**config.mk**
```make
export PLATFORM = sky130hd
export DESIGN_NAME = pa_fpu_frbus
export DESIGN_NICKNAME = d
export VERILOG_FILES = /design/src/rtl/pa_fpu_frbus.sv
export SDC_FILE = /design/constraint.sdc
export NUM_CORES = 1
export LEC_CHECK = 0
export CORE_MARGIN = 2
export CORE_UTILIZATION = 41
export DETAILED_ROUTE_END_ITERATION = 10
export PLACE_DENSITY = 0.86
export SLEW_MARGIN = 20
export SYNTH_ARGS = -nofsm -noshare
export SYNTH_HDL_FRONTEND = slang
export SYNTH_SLANG_ARGS = --single-unit
```
**constraint.sdc**
```tcl
create_clock -name forever_cpuclk -period 2.6 [get_ports forever_cpuclk]
set_clock_uncertainty 0.05 [all_clocks]
set_input_delay 0.39 -clock forever_cpuclk [delete_from_list [all_inputs] [get_ports forever_cpuclk]]
set_output_delay 0.39 -clock forever_cpuclk [all_outputs]
set_load 0.005 [all_outputs]
```
**src/rtl/pa_fpu_frbus.sv**
```systemverilog
// pa_fpu_frbus: floating-point result bus arbiter.
// Merges the fixed-latency pipe results (FALU/FMAU) and the held divide/sqrt
// (FDSU) results onto one registered FP register-file write port. The pipe
// normally has priority. A starvation counter forces the FDSU ahead of the
// pipe after STARVE_LIMIT consecutive denied cycles.
// Optional feature: define PA_FPU_FRBUS_FFLAGS_ACC_EN to add a sticky
// exception-flag accumulator (frbus_fflags_acc, cleared by cp0_fpu_fflags_clr).
module pa_fpu_frbus #(
    parameter int DATA_W       = 32,
    parameter int STARVE_LIMIT = 4
) (
    input  logic              forever_cpuclk,
    input  logic              cpurst,
    input  logic              rtu_yy_xx_flush,
    input  logic              pipe_frbus_vld,
    input  logic [DATA_W-1:0] pipe_frbus_data,
    input  logic [4:0]        pipe_frbus_fflags,
    input  logic [4:0]        pipe_frbus_freg,
    input  logic              fdsu_frbus_wb_vld,
    input  logic [DATA_W-1:0] fdsu_frbus_data,
    input  logic [4:0]        fdsu_frbus_fflags,
    input  logic [4:0]        fdsu_frbus_freg,
`ifdef PA_FPU_FRBUS_FFLAGS_ACC_EN
    input  logic              cp0_fpu_fflags_clr,
    output logic [4:0]        frbus_fflags_acc,
`endif
    output logic              frbus_fdsu_wb_grant,
    output logic              frbus_pipe_stall,
    output logic              frbus_rf_wen,
    output logic [4:0]        frbus_rf_waddr,
    output logic [DATA_W-1:0] frbus_rf_wdata,
    output logic              frbus_fflags_vld,
    output logic [4:0]        frbus_fflags
);

    typedef enum logic {
        ST_NORMAL = 1'b0,
        ST_FORCE  = 1'b1
    } state_e;

    localparam logic [2:0] LIMIT = 3'(STARVE_LIMIT);

    state_e            state_q, state_d;
    logic [2:0]        cnt_q, cnt_d;
    logic              fdsu_grant;
    logic              pipe_stall;

    logic              wen_q, wen_d;
    logic [4:0]        waddr_q, waddr_d;
    logic [DATA_W-1:0] wdata_q, wdata_d;
    logic [4:0]        fflags_q, fflags_d;

    // Arbitration: a pipe result can never be held, so it always wins; the
    // FORCE state only stalls the pipe upstream. Both outputs are held low in reset.
    always_comb begin
        fdsu_grant = 1'b0;
        pipe_stall = 1'b0;
        if (!cpurst) begin
            pipe_stall = (state_q == ST_FORCE);
            fdsu_grant = fdsu_frbus_wb_vld & ~pipe_frbus_vld;
        end
    end

    // Next state: count consecutive FDSU denials in NORMAL, leave FORCE once
    // the FDSU is served or withdraws; a flush always returns to a clean NORMAL.
    always_comb begin
        state_d = state_q;
        cnt_d   = cnt_q;
        case (state_q)
            ST_NORMAL: begin
                if (fdsu_frbus_wb_vld && !fdsu_grant) begin
                    if (cnt_q + 3'd1 == LIMIT) begin
                        state_d = ST_FORCE;
                        cnt_d   = 3'd0;
                    end else begin
                        cnt_d = cnt_q + 3'd1;
                    end
                end else begin
                    cnt_d = 3'd0;
                end
            end
            ST_FORCE: begin
                cnt_d = 3'd0;
                if (fdsu_grant || !fdsu_frbus_wb_vld) begin
                    state_d = ST_NORMAL;
                end
            end
            default: begin
                state_d = ST_NORMAL;
                cnt_d   = 3'd0;
            end
        endcase
        if (rtu_yy_xx_flush) begin
            state_d = ST_NORMAL;
            cnt_d   = 3'd0;
        end
    end

    // Arbitration state register.
    always_ff @(posedge forever_cpuclk or posedge cpurst) begin
        if (cpurst) begin
            state_q <= ST_NORMAL;
            cnt_q   <= 3'd0;
        end else begin
            state_q <= state_d;
            cnt_q   <= cnt_d;
        end
    end

    // Write-back select: pipe first, else the granted FDSU; payload holds when idle.
    always_comb begin
        wen_d    = 1'b0;
        waddr_d  = waddr_q;
        wdata_d  = wdata_q;
        fflags_d = fflags_q;
        if (pipe_frbus_vld) begin
            wen_d    = 1'b1;
            waddr_d  = pipe_frbus_freg;
            wdata_d  = pipe_frbus_data;
            fflags_d = pipe_frbus_fflags;
        end else if (fdsu_grant) begin
            wen_d    = 1'b1;
            waddr_d  = fdsu_frbus_freg;
            wdata_d  = fdsu_frbus_data;
            fflags_d = fdsu_frbus_fflags;
        end
    end

    // Registered register-file write and flag report; unaffected by flush.
    always_ff @(posedge forever_cpuclk or posedge cpurst) begin
        if (cpurst) begin
            wen_q    <= 1'b0;
            waddr_q  <= 5'd0;
            wdata_q  <= '0;
            fflags_q <= 5'd0;
        end else begin
            wen_q    <= wen_d;
            waddr_q  <= waddr_d;
            wdata_q  <= wdata_d;
            fflags_q <= fflags_d;
        end
    end

    assign frbus_fdsu_wb_grant = fdsu_grant;
    assign frbus_pipe_stall    = pipe_stall;
    assign frbus_rf_wen        = wen_q;
    assign frbus_rf_waddr      = waddr_q;
    assign frbus_rf_wdata      = wdata_q;
    assign frbus_fflags_vld    = wen_q;
    assign frbus_fflags        = fflags_q;

`ifdef PA_FPU_FRBUS_FFLAGS_ACC_EN
    logic [4:0] acc_q, acc_d;

    // Sticky flags: OR in every reported flag set; a clear wins over a same-cycle OR.
    always_comb begin
        acc_d = acc_q;
        if (cp0_fpu_fflags_clr) begin
            acc_d = 5'd0;
        end else if (wen_q) begin
            acc_d = acc_q | fflags_q;
        end
    end

    // Accumulator register.
    always_ff @(posedge forever_cpuclk or posedge cpurst) begin
        if (cpurst) begin
            acc_q <= 5'd0;
        end else begin
            acc_q <= acc_d;
        end
    end

    assign frbus_fflags_acc = acc_q;
`endif

endmodule

```
==> metrics.txt <==
# TYPE chip_impl_metric gauge
chip_impl_metric{name="pin_count",unit=""} 135
chip_impl_info{name="worst_hold_path.endpoint",value="frbus_rf_wdata[25]"} 1
chip_impl_metric{name="finish.net_count",unit=""} 382
chip_impl_metric{name="synth_simple_gate_area_share",unit=""} 0.0171
chip_impl_info{name="rsz0062_at_grt",value="false"} 1
chip_impl_metric{name="syn_area",unit="mm2"} 0.00235
chip_impl_metric{name="core_region_area",unit="mm2"} 0.00551
chip_impl_metric{name="wirelength_routed",unit="um"} 5310
chip_impl_metric{name="worstMarginPinSlew",unit="ns"} 0.582
chip_impl_metric{name="total_of_warnings_raised_by_yosys",unit=""} 0
chip_impl_metric{name="syn_avg_cell_area",unit="um2"} 15.0
chip_impl_metric{name="final.setup.tns",unit="ns"} 0
chip_impl_metric{name="intPower",unit="mW"} 1.37
chip_impl_metric{name="setup_ws",unit="ns"} 0.502
chip_impl_metric{name="drt_pre_antenna_iters",unit=""} 2
chip_impl_info{name="synth_top_cell_by_area",value="sky130_fd_sc_hd__dfrtp_1"} 1
chip_impl_metric{name="post_cts_setup_buffers",unit=""} 0
chip_impl_metric{name="post_synth_mux_area_share",unit=""} 0.403
chip_impl_info{name="cts_root_buf",value="sky130_fd_sc_hd__clkbuf_8"} 1
chip_impl_metric{name="grt_max_degree",unit=""} 48
chip_impl_metric{name="total_power",unit="mW"} 1.76
chip_impl_info{name="crit_type",value="primary input to output pin"} 1
chip_impl_metric{name="grt_pass1_wl",unit="um"} 8540
chip_impl_info{name="crit-reg2reg-launch",value="cnt_q[0]"} 1
chip_impl_info{name="critPathTopFamily",value="buffers and inverters"} 1
chip_impl_info{name="yosys_most_used_dff",value="sky130_fd_sc_hd__dfrtp_1"} 1
chip_impl_metric{name="routed_via_density",unit=""} 4.79
chip_impl_metric{name="ys_seq_elements",unit=""} 47
chip_impl_metric{name="number_of_failing_setup_endpoints_in_the_final_timing_report",unit=""} 0
chip_impl_metric{name="hold-path-cell-count",unit=""} 1
chip_impl_info{name="worst_r2r_endpoint",value="cnt_q[0]"} 1
chip_impl_metric{name="grt_pass1_vias",unit=""} 1921
chip_impl_metric{name="synth_enable_flop_cells",unit=""} 0
chip_impl_metric{name="finalHoldWorstSlack",unit="ns"} 0.449
chip_impl_info{name="crit_slowest_cell",value="sky130_fd_sc_hd__clkdlybuf4s50_1"} 1
chip_impl_metric{name="switchingPower",unit="uW"} 385
chip_impl_metric{name="critical_path.n_buffers_inverters",unit=""} 2
chip_impl_metric{name="flow.area_growth_from_synthesis",unit="%"} 61.0
chip_impl_metric{name="drive_above_1_share",unit=""} 0.328
chip_impl_info{name="critPathLaunchType",value="primary input"} 1
chip_impl_metric{name="portion_of_the_clock_cycle_consumed_by_the_worst_path_in_the_final_layout",unit=""} 0.807
chip_impl_metric{name="post_detailed_route_drc_marker_count",unit=""} 0
chip_impl_metric{name="io_buffers",unit=""} 134
chip_impl_metric{name="area_used_by_multi_input_combinational_logic",unit="mm2"} 0.00105
chip_impl_metric{name="peakVddDrop",unit="V"} 0.000314
chip_impl_metric{name="pwr-share-seq",unit=""} 0.487
chip_impl_metric{name="clkSlewWorstSetupHoldPaths",unit="ns"} 0.07
chip_impl_metric{name="initial_core_util",unit=""} 0.426
chip_impl_info{name="hold_start",value="frbus_rf_wdata[25]"} 1
chip_impl_info{name="synth_area_leaders",value="sky130_fd_sc_hd__dfrtp_1, sky130_fd_sc_hd__mux2_2, sky130_fd_sc_hd__buf_6"} 1
chip_impl_metric{name="drt-wirelength-per-cell",unit="um"} 14.7
chip_impl_metric{name="synth.top_cell.area_share",unit=""} 0.501
chip_impl_metric{name="gpl.final_weighted_congestion",unit=""} 0.684
chip_impl_metric{name="diodes",unit=""} 0
chip_impl_metric{name="period_needed",unit="ns"} 2.10
chip_impl_metric{name="synth.yosys.seq_area_share",unit=""} 0.501
chip_impl_metric{name="antenna_found_initial",unit=""} 0
chip_impl_metric{name="compound_cell_area_share_of_the_yosys_netlist",unit=""} 0.0149
chip_impl_metric{name="maxSlewViolCount",unit=""} 0
chip_impl_metric{name="post-place-ws",unit="ns"} 0.481
chip_impl_metric{name="drt_iter0_drc",unit=""} 25
chip_impl_info{name="synth_top_family_by_area",value="multiplexers"} 1
chip_impl_metric{name="routed-via-count",unit=""} 1733
chip_impl_info{name="ys_top_cells_by_count",value="sky130_fd_sc_hd__mux2_2, sky130_fd_sc_hd__dfrtp_1, sky130_fd_sc_hd__buf_6"} 1
chip_impl_metric{name="final_hold_viol_count",unit=""} 0
chip_impl_metric{name="grt_usage",unit=""} 0.174
chip_impl_metric{name="clkPwrFrac",unit=""} 0.215
chip_impl_metric{name="seqCellArea",unit="mm2"} 0.00118
chip_impl_metric{name="synth-xor-area-share",unit=""} 0.00373
chip_impl_metric{name="clock_tree.htree_level_count",unit=""} 2
chip_impl_info{name="status",value="finished clean"} 1
chip_impl_metric{name="ff2ff_setup_slack",unit="ns"} 1.19
chip_impl_metric{name="power_density",unit="mW/mm2"} 465
chip_impl_metric{name="power.combinational.fraction",unit=""} 0.298
chip_impl_metric{name="cts_resized",unit=""} 0
chip_impl_metric{name="reg2regPathDepth",unit=""} 3
chip_impl_metric{name="synth_fa_ha_area_frac",unit=""} 0.0107
chip_impl_metric{name="max_clock_freq",unit="MHz"} 477
chip_impl_metric{name="slew_headroom",unit=""} 0.612
chip_impl_metric{name="instances_no_fill",unit=""} 362
chip_impl_metric{name="placementRows",unit=""} 27
chip_impl_metric{name="arrival_time_at_the_worst_endpoint",unit="ns"} 1.66
chip_impl_metric{name="cellLeakagePower",unit="nW"} 1.52
chip_impl_metric{name="remaining_antenna_violation_count_after_routing",unit=""} 0
chip_impl_metric{name="cts.sink_count",unit=""} 47
chip_impl_metric{name="nFillCells",unit=""} 431
chip_impl_metric{name="ctsLongestPathBuffers",unit=""} 2
chip_impl_info{name="crit_chain",value="clkdlybuf4s50_1, nor3b_1, clkdlybuf4s50_1"} 1
chip_impl_metric{name="swShare",unit=""} 0.219
chip_impl_metric{name="ctsHoldBuffers",unit=""} 0
chip_impl_metric{name="path_max_fanout",unit=""} 3
chip_impl_metric{name="floorplan.die.width",unit="um"} 79.7
chip_impl_info{name="critical-path-top-cell-by-count",value="sky130_fd_sc_hd__clkdlybuf4s50_1"} 1
chip_impl_info{name="min-delay-path-class",value="flip-flop to flip-flop"} 1
chip_impl_metric{name="globalRouteOverflowTotal",unit=""} 0
chip_impl_metric{name="finish.utilization",unit=""} 0.686
chip_impl_metric{name="dieArea",unit="mm2"} 0.00635
chip_impl_metric{name="chipHeight",unit="um"} 79.7
chip_impl_metric{name="synth_cells",unit=""} 156
chip_impl_metric{name="placed_cell_count",unit=""} 356
chip_impl_info{name="tritoncts",value="yes"} 1
chip_impl_info{name="yosys.cell_count.top_type",value="sky130_fd_sc_hd__mux2_2"} 1
chip_impl_metric{name="cp.required",unit="ns"} 2.16
chip_impl_info{name="setup.worst_path.end_class",value="output pin"} 1
chip_impl_metric{name="clk_lat_worst_skew",unit="ns"} 0.28
chip_impl_metric{name="dp.final_hpwl",unit="um"} 4200
chip_impl_metric{name="drv.max_cap_violation_count",unit=""} 0
chip_impl_metric{name="layout.cell_area.non_filler",unit="mm2"} 0.00378
chip_impl_metric{name="synth-async-reset-ratio",unit=""} 1.00
chip_impl_metric{name="detailed_place.area",unit="mm2"} 0.00371
chip_impl_metric{name="synth_cell_type_count",unit=""} 16
chip_impl_metric{name="delay_contributed_by_the_slowest_stage_of_the_critical_path",unit="ns"} 0.53
chip_impl_metric{name="numCtsBuffers",unit=""} 5
chip_impl_metric{name="mapped_nets",unit=""} 247
==> registers in the layout (all words and copies together) (netlist names) <==
name and cells:
frbus_fflags 5, frbus_rf_waddr 5, state_q 1, frbus_fflags_vld 1, cnt_q 3, frbus_rf_wdata 32
==> kinds of logic after synthesis <==
family,after synthesis
multiplexers,84
flip-flops,47
buffers and inverters,12
AND/OR/NAND/NOR,6
AO/OA/AOI/OAI,4
adder cells (fa/ha/maj),2
XOR/XNOR,1
==> per-layer routing <==
metal	global-route usage	up-vias	part of all wire
li1	-	827	-
met1	0.179	825	0.37
met2	0.323	79	0.52
met3	0.0701	2	0.11
met4	0.0466	0	0.0043
met5	0	-	0
==> power by group through the flow <==
stage | Clock (mW) | Sequential, mW | Combinational (mW)
after floorplan | 0 | 0.876 | 0.193
after global placement | 0 | 0.865 | 0.523
after detailed placement | 0 | 0.871 | 0.534
after CTS | 0.400 | 0.857 | 0.535
after global routing | 0.424 | 0.868 | 0.566
final | 0.379 | 0.856 | 0.524
==> cell usage in the layout (no fill, tap or decap) <==
cell,Yosys,routed
sky130_fd_sc_hd__a2111oi_0,1,1
sky130_fd_sc_hd__a21oi_1,1,1
sky130_fd_sc_hd__a21oi_4,1,1
sky130_fd_sc_hd__buf_12,0,1
sky130_fd_sc_hd__buf_2,0,1
sky130_fd_sc_hd__buf_4,1,3
sky130_fd_sc_hd__clkbuf_1,0,1
sky130_fd_sc_hd__clkbuf_8,0,5
sky130_fd_sc_hd__clkdlybuf4s50_1,0,133
sky130_fd_sc_hd__dfrtp_1,47,47
sky130_fd_sc_hd__ha_1,2,2
sky130_fd_sc_hd__inv_1,2,1
sky130_fd_sc_hd__inv_2,0,1
sky130_fd_sc_hd__mux2_1,1,1
sky130_fd_sc_hd__mux2_2,83,83
sky130_fd_sc_hd__nor2_1,1,1
sky130_fd_sc_hd__nor2b_1,2,2
sky130_fd_sc_hd__nor3b_1,2,2
sky130_fd_sc_hd__nor4b_1,1,1
sky130_fd_sc_hd__o21ai_0,1,1
sky130_fd_sc_hd__xor2_1,1,1
==> layout make-up <==
type,instances,area share
Timing Repair Buffer,138,0.365
Sequential cell,47,0.311
Multi-Input combinational cell,97,0.279
Tap cell,72,0.0238
Clock buffer,6,0.0192
Inverter,2,0.00199
==> how the worst max path moves through the flow <==
stage	startpoint	to	slack (ns)	cells past startpoint
after global placement	fdsu_frbus_wb_vld	frbus_fdsu_wb_grant	0.52	3
after floorplan	cpurst	frbus_rf_wdata[25]	0.28	4
after CTS	fdsu_frbus_wb_vld	frbus_fdsu_wb_grant	0.48	3
after detailed placement	fdsu_frbus_wb_vld	frbus_fdsu_wb_grant	0.48	3
final	fdsu_frbus_wb_vld	frbus_fdsu_wb_grant	0.50	3
after global routing	fdsu_frbus_wb_vld	frbus_fdsu_wb_grant	0.42	3
Note: power is estimated with default switching activity, not from simulation.
